==> src/rtl/adaptive_threshold_ctrl.sv <==
// Raster-scan sequencer and registered compare stage for the adaptive-threshold pipeline.
// Optionally triggers a box-filter pass, then streams one binarised or pass-through pixel per cycle.
module adaptive_threshold_ctrl #(
   parameter int unsigned WIDTH_BITS  = 8,
   parameter int unsigned HEIGHT_BITS = 8,
   parameter int unsigned RD_LATENCY  = 1,
   parameter int unsigned COLOR_BITS  = 3
) (
   input  logic                   clock,
   input  logic                   reset,
   input  logic                   start,
   input  logic [1:0]             cfg_mode,
   input  logic [7:0]             cfg_offset,
   input  logic [7:0]             cfg_global,
   input  logic                   cfg_invert,
   output logic                   filter_start,
   input  logic                   filter_done,
   output logic [WIDTH_BITS-1:0]  oImageCol,
   output logic [HEIGHT_BITS-1:0] oImageRow,
   input  logic [7:0]             iImageData,
   output logic [WIDTH_BITS-1:0]  oThrCol,
   output logic [HEIGHT_BITS-1:0] oThrRow,
   input  logic [7:0]             iThrData,
   output logic [WIDTH_BITS-1:0]  oX,
   output logic [HEIGHT_BITS-1:0] oY,
   output logic [COLOR_BITS-1:0]  oR,
   output logic [COLOR_BITS-1:0]  oG,
   output logic [COLOR_BITS-1:0]  oB,
   output logic                   oWren,
   output logic                   busy,
   output logic                   done,
   output logic [9:0]             LEDR
);

   typedef enum logic [2:0] {StIdle, StFilter, StScan, StDrain, StDone} state_e;

   state_e                 state_q, state_d;
   logic                   first_q, first_d;
   logic [WIDTH_BITS-1:0]  col_q, col_d;
   logic [HEIGHT_BITS-1:0] row_q, row_d;
   logic [1:0]             mode_q, mode_d;
   logic [7:0]             off_q, off_d;
   logic [7:0]             glob_q, glob_d;
   logic                   inv_q, inv_d;

   logic [RD_LATENCY-1:0]  valid_q, valid_d;
   logic [WIDTH_BITS-1:0]  col_pipe_q [RD_LATENCY];
   logic [WIDTH_BITS-1:0]  col_pipe_d [RD_LATENCY];
   logic [HEIGHT_BITS-1:0] row_pipe_q [RD_LATENCY];
   logic [HEIGHT_BITS-1:0] row_pipe_d [RD_LATENCY];

   logic                   wren_q, wren_d;
   logic [WIDTH_BITS-1:0]  x_q, x_d;
   logic [HEIGHT_BITS-1:0] y_q, y_d;
   logic [COLOR_BITS-1:0]  r_q, r_d, g_q, g_d, b_q, b_d;

   logic [7:0]             thr_sel;
   logic signed [9:0]      sum;
   logic                   white;

   always_comb begin
      state_d = state_q;
      first_d = 1'b0;
      col_d   = col_q;
      row_d   = row_q;
      mode_d  = mode_q;
      off_d   = off_q;
      glob_d  = glob_q;
      inv_d   = inv_q;
      case (state_q)
         StIdle, StDone: begin
            if (start) begin
               mode_d = cfg_mode;
               off_d  = cfg_offset;
               glob_d = cfg_global;
               inv_d  = cfg_invert;
               if (cfg_mode == 2'd1 || cfg_mode == 2'd2) begin
                  state_d = StScan;
               end else begin
                  state_d = StFilter;
                  first_d = 1'b1;
               end
            end
         end
         // A filter_done coinciding with our own start pulse is stale, so skip it.
         StFilter: if (!first_q && filter_done) state_d = StScan;
         StScan: begin
            col_d = col_q + WIDTH_BITS'(1);
            if (&col_q) row_d = row_q + HEIGHT_BITS'(1);
            if (&col_q && &row_q) state_d = StDrain;
         end
         StDrain: if (wren_q && !(|valid_q)) state_d = StDone;
         default: state_d = StIdle;
      endcase
   end

   always_comb begin
      valid_d       = valid_q;
      col_pipe_d    = col_pipe_q;
      row_pipe_d    = row_pipe_q;
      valid_d[0]    = (state_q == StScan);
      col_pipe_d[0] = col_q;
      row_pipe_d[0] = row_q;
      for (int i = 1; i < int'(RD_LATENCY); i++) begin
         valid_d[i]    = valid_q[i-1];
         col_pipe_d[i] = col_pipe_q[i-1];
         row_pipe_d[i] = row_pipe_q[i-1];
      end
   end

   // Sum is 10-bit signed so pixel + offset never wraps.
   always_comb begin
      thr_sel = (mode_q == 2'd1) ? glob_q : iThrData;
      sum     = $signed({2'b00, iImageData}) + $signed({{2{off_q[7]}}, off_q});
      white   = (sum > $signed({2'b00, thr_sel})) ^ inv_q;
   end

   always_comb begin
      wren_d = valid_q[RD_LATENCY-1];
      x_d    = x_q;
      y_d    = y_q;
      r_d    = r_q;
      g_d    = g_q;
      b_d    = b_q;
      if (valid_q[RD_LATENCY-1]) begin
         x_d = col_pipe_q[RD_LATENCY-1];
         y_d = row_pipe_q[RD_LATENCY-1];
         if (mode_q == 2'd2) begin
            r_d = iImageData[7 -: COLOR_BITS];
            g_d = iImageData[7 -: COLOR_BITS];
            b_d = iImageData[7 -: COLOR_BITS];
         end else begin
            r_d = {COLOR_BITS{white}};
            g_d = {COLOR_BITS{white}};
            b_d = {COLOR_BITS{white}};
         end
      end
   end

   always_ff @(posedge clock) begin
      if (reset) begin
         state_q    <= StIdle;
         first_q    <= 1'b0;
         col_q      <= '0;
         row_q      <= '0;
         mode_q     <= '0;
         off_q      <= '0;
         glob_q     <= '0;
         inv_q      <= 1'b0;
         valid_q    <= '0;
         col_pipe_q <= '{default: '0};
         row_pipe_q <= '{default: '0};
         wren_q     <= 1'b0;
         x_q        <= '0;
         y_q        <= '0;
         r_q        <= '0;
         g_q        <= '0;
         b_q        <= '0;
      end else begin
         state_q    <= state_d;
         first_q    <= first_d;
         col_q      <= col_d;
         row_q      <= row_d;
         mode_q     <= mode_d;
         off_q      <= off_d;
         glob_q     <= glob_d;
         inv_q      <= inv_d;
         valid_q    <= valid_d;
         col_pipe_q <= col_pipe_d;
         row_pipe_q <= row_pipe_d;
         wren_q     <= wren_d;
         x_q        <= x_d;
         y_q        <= y_d;
         r_q        <= r_d;
         g_q        <= g_d;
         b_q        <= b_d;
      end
   end

   always_comb begin
      LEDR    = '0;
      LEDR[0] = (state_q == StIdle);
      LEDR[1] = (state_q == StFilter);
      LEDR[2] = (state_q == StScan) || (state_q == StDrain);
      LEDR[3] = (state_q == StDone);
   end

   assign filter_start = (state_q == StFilter) && first_q;
   assign busy         = (state_q == StFilter) || (state_q == StScan) || (state_q == StDrain);
   assign done         = (state_q == StDone);
   assign oImageCol    = col_q;
   assign oImageRow    = row_q;
   assign oThrCol      = col_q;
   assign oThrRow      = row_q;
   assign oX           = x_q;
   assign oY           = y_q;
   assign oR           = r_q;
   assign oG           = g_q;
   assign oB           = b_q;
   assign oWren        = wren_q;

endmodule

==> config.mk <==
export PLATFORM = sky130hd
export DESIGN_NAME = adaptive_threshold_ctrl
export DESIGN_NICKNAME = d
export VERILOG_FILES = /design/src/rtl/adaptive_threshold_ctrl.sv
export SDC_FILE = /design/constraint.sdc
export NUM_CORES = 1
export LEC_CHECK = 0
export ABC_AREA = 1
export BUFFER_PORTS_ARGS = -buffer_cell sky130_fd_sc_hd__buf_2
export CAP_MARGIN = 20
export CORE_ASPECT_RATIO = 0.75
export CORE_MARGIN = 3
export CORE_UTILIZATION = 30
export DETAILED_ROUTE_END_ITERATION = 10
export GPL_TIMING_DRIVEN = 0
export PLACE_DENSITY = 0.48
export SLEW_MARGIN = 20
export SYNTH_ARGS = -nofsm -noshare
export SYNTH_HDL_FRONTEND = slang
export SYNTH_SLANG_ARGS = --single-unit
==> constraint.sdc <==
create_clock -name clock -period 4.35 [get_ports clock]
set_input_delay 0.87 -clock clock [delete_from_list [all_inputs] [get_ports clock]]
set_output_delay 0.87 -clock clock [all_outputs]
set_load 0.02 [all_outputs]
==> impl_metrics.tcl <==
set metrics [dict create \
    skew_ns 0.00591 \
    num_rows 34 \
    pre_cts_ws_ns 0.924 \
    netlist_top_cells_count "nor2_1 (104), dfxtp_1 (76), nand2_1 (57), inv_1 (52), o21ai_0 (47)" \
    rsz0062_at_grt "no" \
    place_inst 763 \
    cts_tree "done" \
    synth_async_sr_flop_share_pct 0 \
    p_clk_share_pct 29.4 \
    reg2reg_slack_ns 1.50 \
    pwr-share-comb_pct 36.3 \
    fin_util_pct 40.2 \
    syn_avg_cell_area_um2 7.52 \
    synthDistinctLibCells 40 \
    power_frac_seq_pct 34.2 \
    synth_top_cell_by_area "dfxtp_1" \
    post_drt_wl_per_cell_um 12.9 \
    layout-drive-gt1-share_pct 26.7 \
    clock-sinks 76 \
    clk_latency_ns 0.34 \
    die_y_um 102 \
    start_util_pct 31.4 \
    worst_slack_ns 1.25 \
    swShare_pct 38.5 \
    grt_first_pass_wirelength_mm 15.8 \
    drv_slew 0 \
    crit_chain "buf_2 > ha_1 > inv_1 > fa_1 > nand3b_1 > nand2_1 > xor2_1 > ha_1 > nand2_1 > nor2_1 > nand2_1 > nand3_1 > nand2_1 > nand2_1 > nand2_1 > nand2_1 > nand2_1 > nand2_1 > nand3_1 > a21oi_1" \
    hold_class "register to register" \
    status "complete, no violations" \
    vdd_drop_max_uv 288 \
    drcViolationCount 0 \
    crit_buf_inv 2 \
    holdBufCountCts 0 \
    layout_min_cycle_time_ns 3.10 \
    cts_root_buffer "clkbuf_16" \
    cp_max_fo 4 \
    synth.most_common_cell "nor2_1" \
    cts_buffers 9 \
    ys_top_cells_by_area "dfxtp_1 (41%), nor2_1 (11%), ha_1 (6.4%), o21ai_0 (6.3%), buf_4 (5.9%)" \
    crit_family "simple AND/OR/NAND/NOR gates" \
    die_w_um 134 \
    io_buffers 102 \
    fin_setup_tns_ns 0 \
    cp.arrival_ns 3.32 \
    nNetsFinal 671 \
    synth-seq-cells 76 \
    cap_violations 0 \
    cp_slowest_cell "fa_1" \
    grt_max_degree 16 \
    drt_wl_total_mm 10.0 \
    diodes 0 \
    worst_setup_path_start_kind "input port" \
    first_pass_iters 4 \
    internal-power_w 0.00161 \
    grtUsageTotal_pct 14.9 \
    globalplace.congestion 0.834 \
    clkTransAtPathRegs_ns 0.06 \
    antenna_found_initial 0 \
    hpwl_mm 7.95 \
    finalSetupViolCount 0 \
    slowest_delay_ns 0.41 \
    fmax_mhz 323 \
    leakage_nw 2.48 \
    p_sw_w 0.00100 \
    required_ns 4.58 \
    yosysSeqAreaShare_pct 41.0 \
    die_area_um2 13800 \
    worstSetupPathType "input port to register" \
    endpoint_kind "register" \
    period_share_pct 71.2 \
    synth-edff-count 0 \
    htree_levels 3 \
    layout.cells.non_filler 779 \
    report.final.hold_viol_count 0 \
    slew_headroom_pct 57.3 \
    cts.path.max_buffers 2 \
    synth_ff_type "dfxtp_1" \
    rr_worst_depth 19 \
    cts_setup_buffers 0 \
    cp_common_cell "nand2_1" \
    syn_to_final_growth_pct 28.0 \
    cts_resized 0 \
    vias 3335 \
    syn_area_um2 3710 \
    fp.coreArea_um2 11800 \
    synth_top_area_share_pct 41.0 \
    whs_ns 0.455 \
    io_pins 110 \
    drt.antenna.violating_nets 0 \
    grt.overflow.total 0 \
    ys_warn_count 0 \
    via_per_inst 4.28 \
    holdPathStages 2 \
    syn_inst 494 \
    grt_pass1_vias 2961 \
    power_density_nw_per_um2 549 \
    tightestPinTransition_ns 0.640 \
    crit_cells 20 \
    drt_iter0_drc 163 \
]
==> routing by layer <==
metal  GRT usage [%]  wire (um)  up-vias
li1                -          -     1781
met1            22.4       5400     1449
met2            20.8       3930       96
met3            4.08        585        9
met4            3.99         99        0
met5               0          0        -
==> tightest hold or removal path: stages, from the launching register on <==
cell     delay (ns)
dfxtp_1        0.31
nor2_1         0.04
nor2_1         0.08
==> area by class of cell <==
cell class              count  area, um^2
repair buffers            102         510
multi-input cells         322        1710
plain buffers              44         279
clock buffers               9         225
well taps                 162         203
clock inverters             7        82.6
flip-flops and latches     76        1520
inverters                  57         219
fillers                  1292        7070
==> cells by family (layout without fill, tap and decap cells) <==
| group | after synthesis | after routing | share of synthesized area (%) |
|---|---|---|---|
| AOI/OAI and AO/OA | 86 | 86 | 12.1 |
| adders and majority gates | 20 | 20 | 6.94 |
| xor gates and xnor gates | 8 | 8 | 1.89 |
| muxes | 7 | 7 | 1.89 |
| DFF | 76 | 76 | 41.0 |
| buffers and inverters | 101 | 219 | 13.4 |
| and+or+nand+nor | 195 | 195 | 22.7 |
| other | 1 | 6 | 0.101 |
==> layout by cell type, fill, tap and decap left out, types with 7 or more instances in the layout <==
cell / instances
dfxtp_1: 76
nand3_1: 9
nor3_1: 9
clkbuf_16: 9
nand2_1: 57
a21oi_1: 30
clkbuf_1: 12
buf_2: 102
buf_4: 29
o21ai_0: 47
inv_1: 52
mux2i_1: 7
nor2_1: 104
ha_1: 19
==> power groups by stage <==
| stage | clock [W] | combinational (W) | sequential (W) |
|---|---|---|---|
| after detailed placement | 0 | 0.000948 | 0.000908 |
| after floorplan | 0 | 0.000639 | 0.000936 |
| after global placement | 0 | 0.000939 | 0.000906 |
| after global routing | 0.000824 | 0.00108 | 0.000910 |
| after CTS | 0.000792 | 0.000955 | 0.000894 |
| final | 0.000769 | 0.000949 | 0.000893 |
==> worst paths after layout <==
check                      from     to
setup / recovery  iImageData[0]  oB[2]
hold / removal    col_pipe_q[2]  oX[2]
setup reg to reg       off_q[0]  oB[2]
hold reg to reg   col_pipe_q[2]  oX[2]
==> registers in the layout (all words and copies together) (netlist names) <==
register    flops
inv_q           1
oImageCol       8
state_q         3
oY              8
oB              3
oImageRow       8
col_pipe_q      8
oX              8
mode_q          2
first_q         1
valid_q         1
glob_q          8
row_pipe_q      8
oWren           1
off_q           8
==> per-stage QoR <==
step | total power [W] | instance area (um^2)
detailed placement | 0.00186 | 4450
global placement | 0.00185 | 4450
global route | 0.00282 | 4750
finish | 0.00261 | 4750
floorplan | 0.00157 | 3730
CTS | 0.00264 | 4750
No activity file was read; power rests on OpenSTA's default activity.
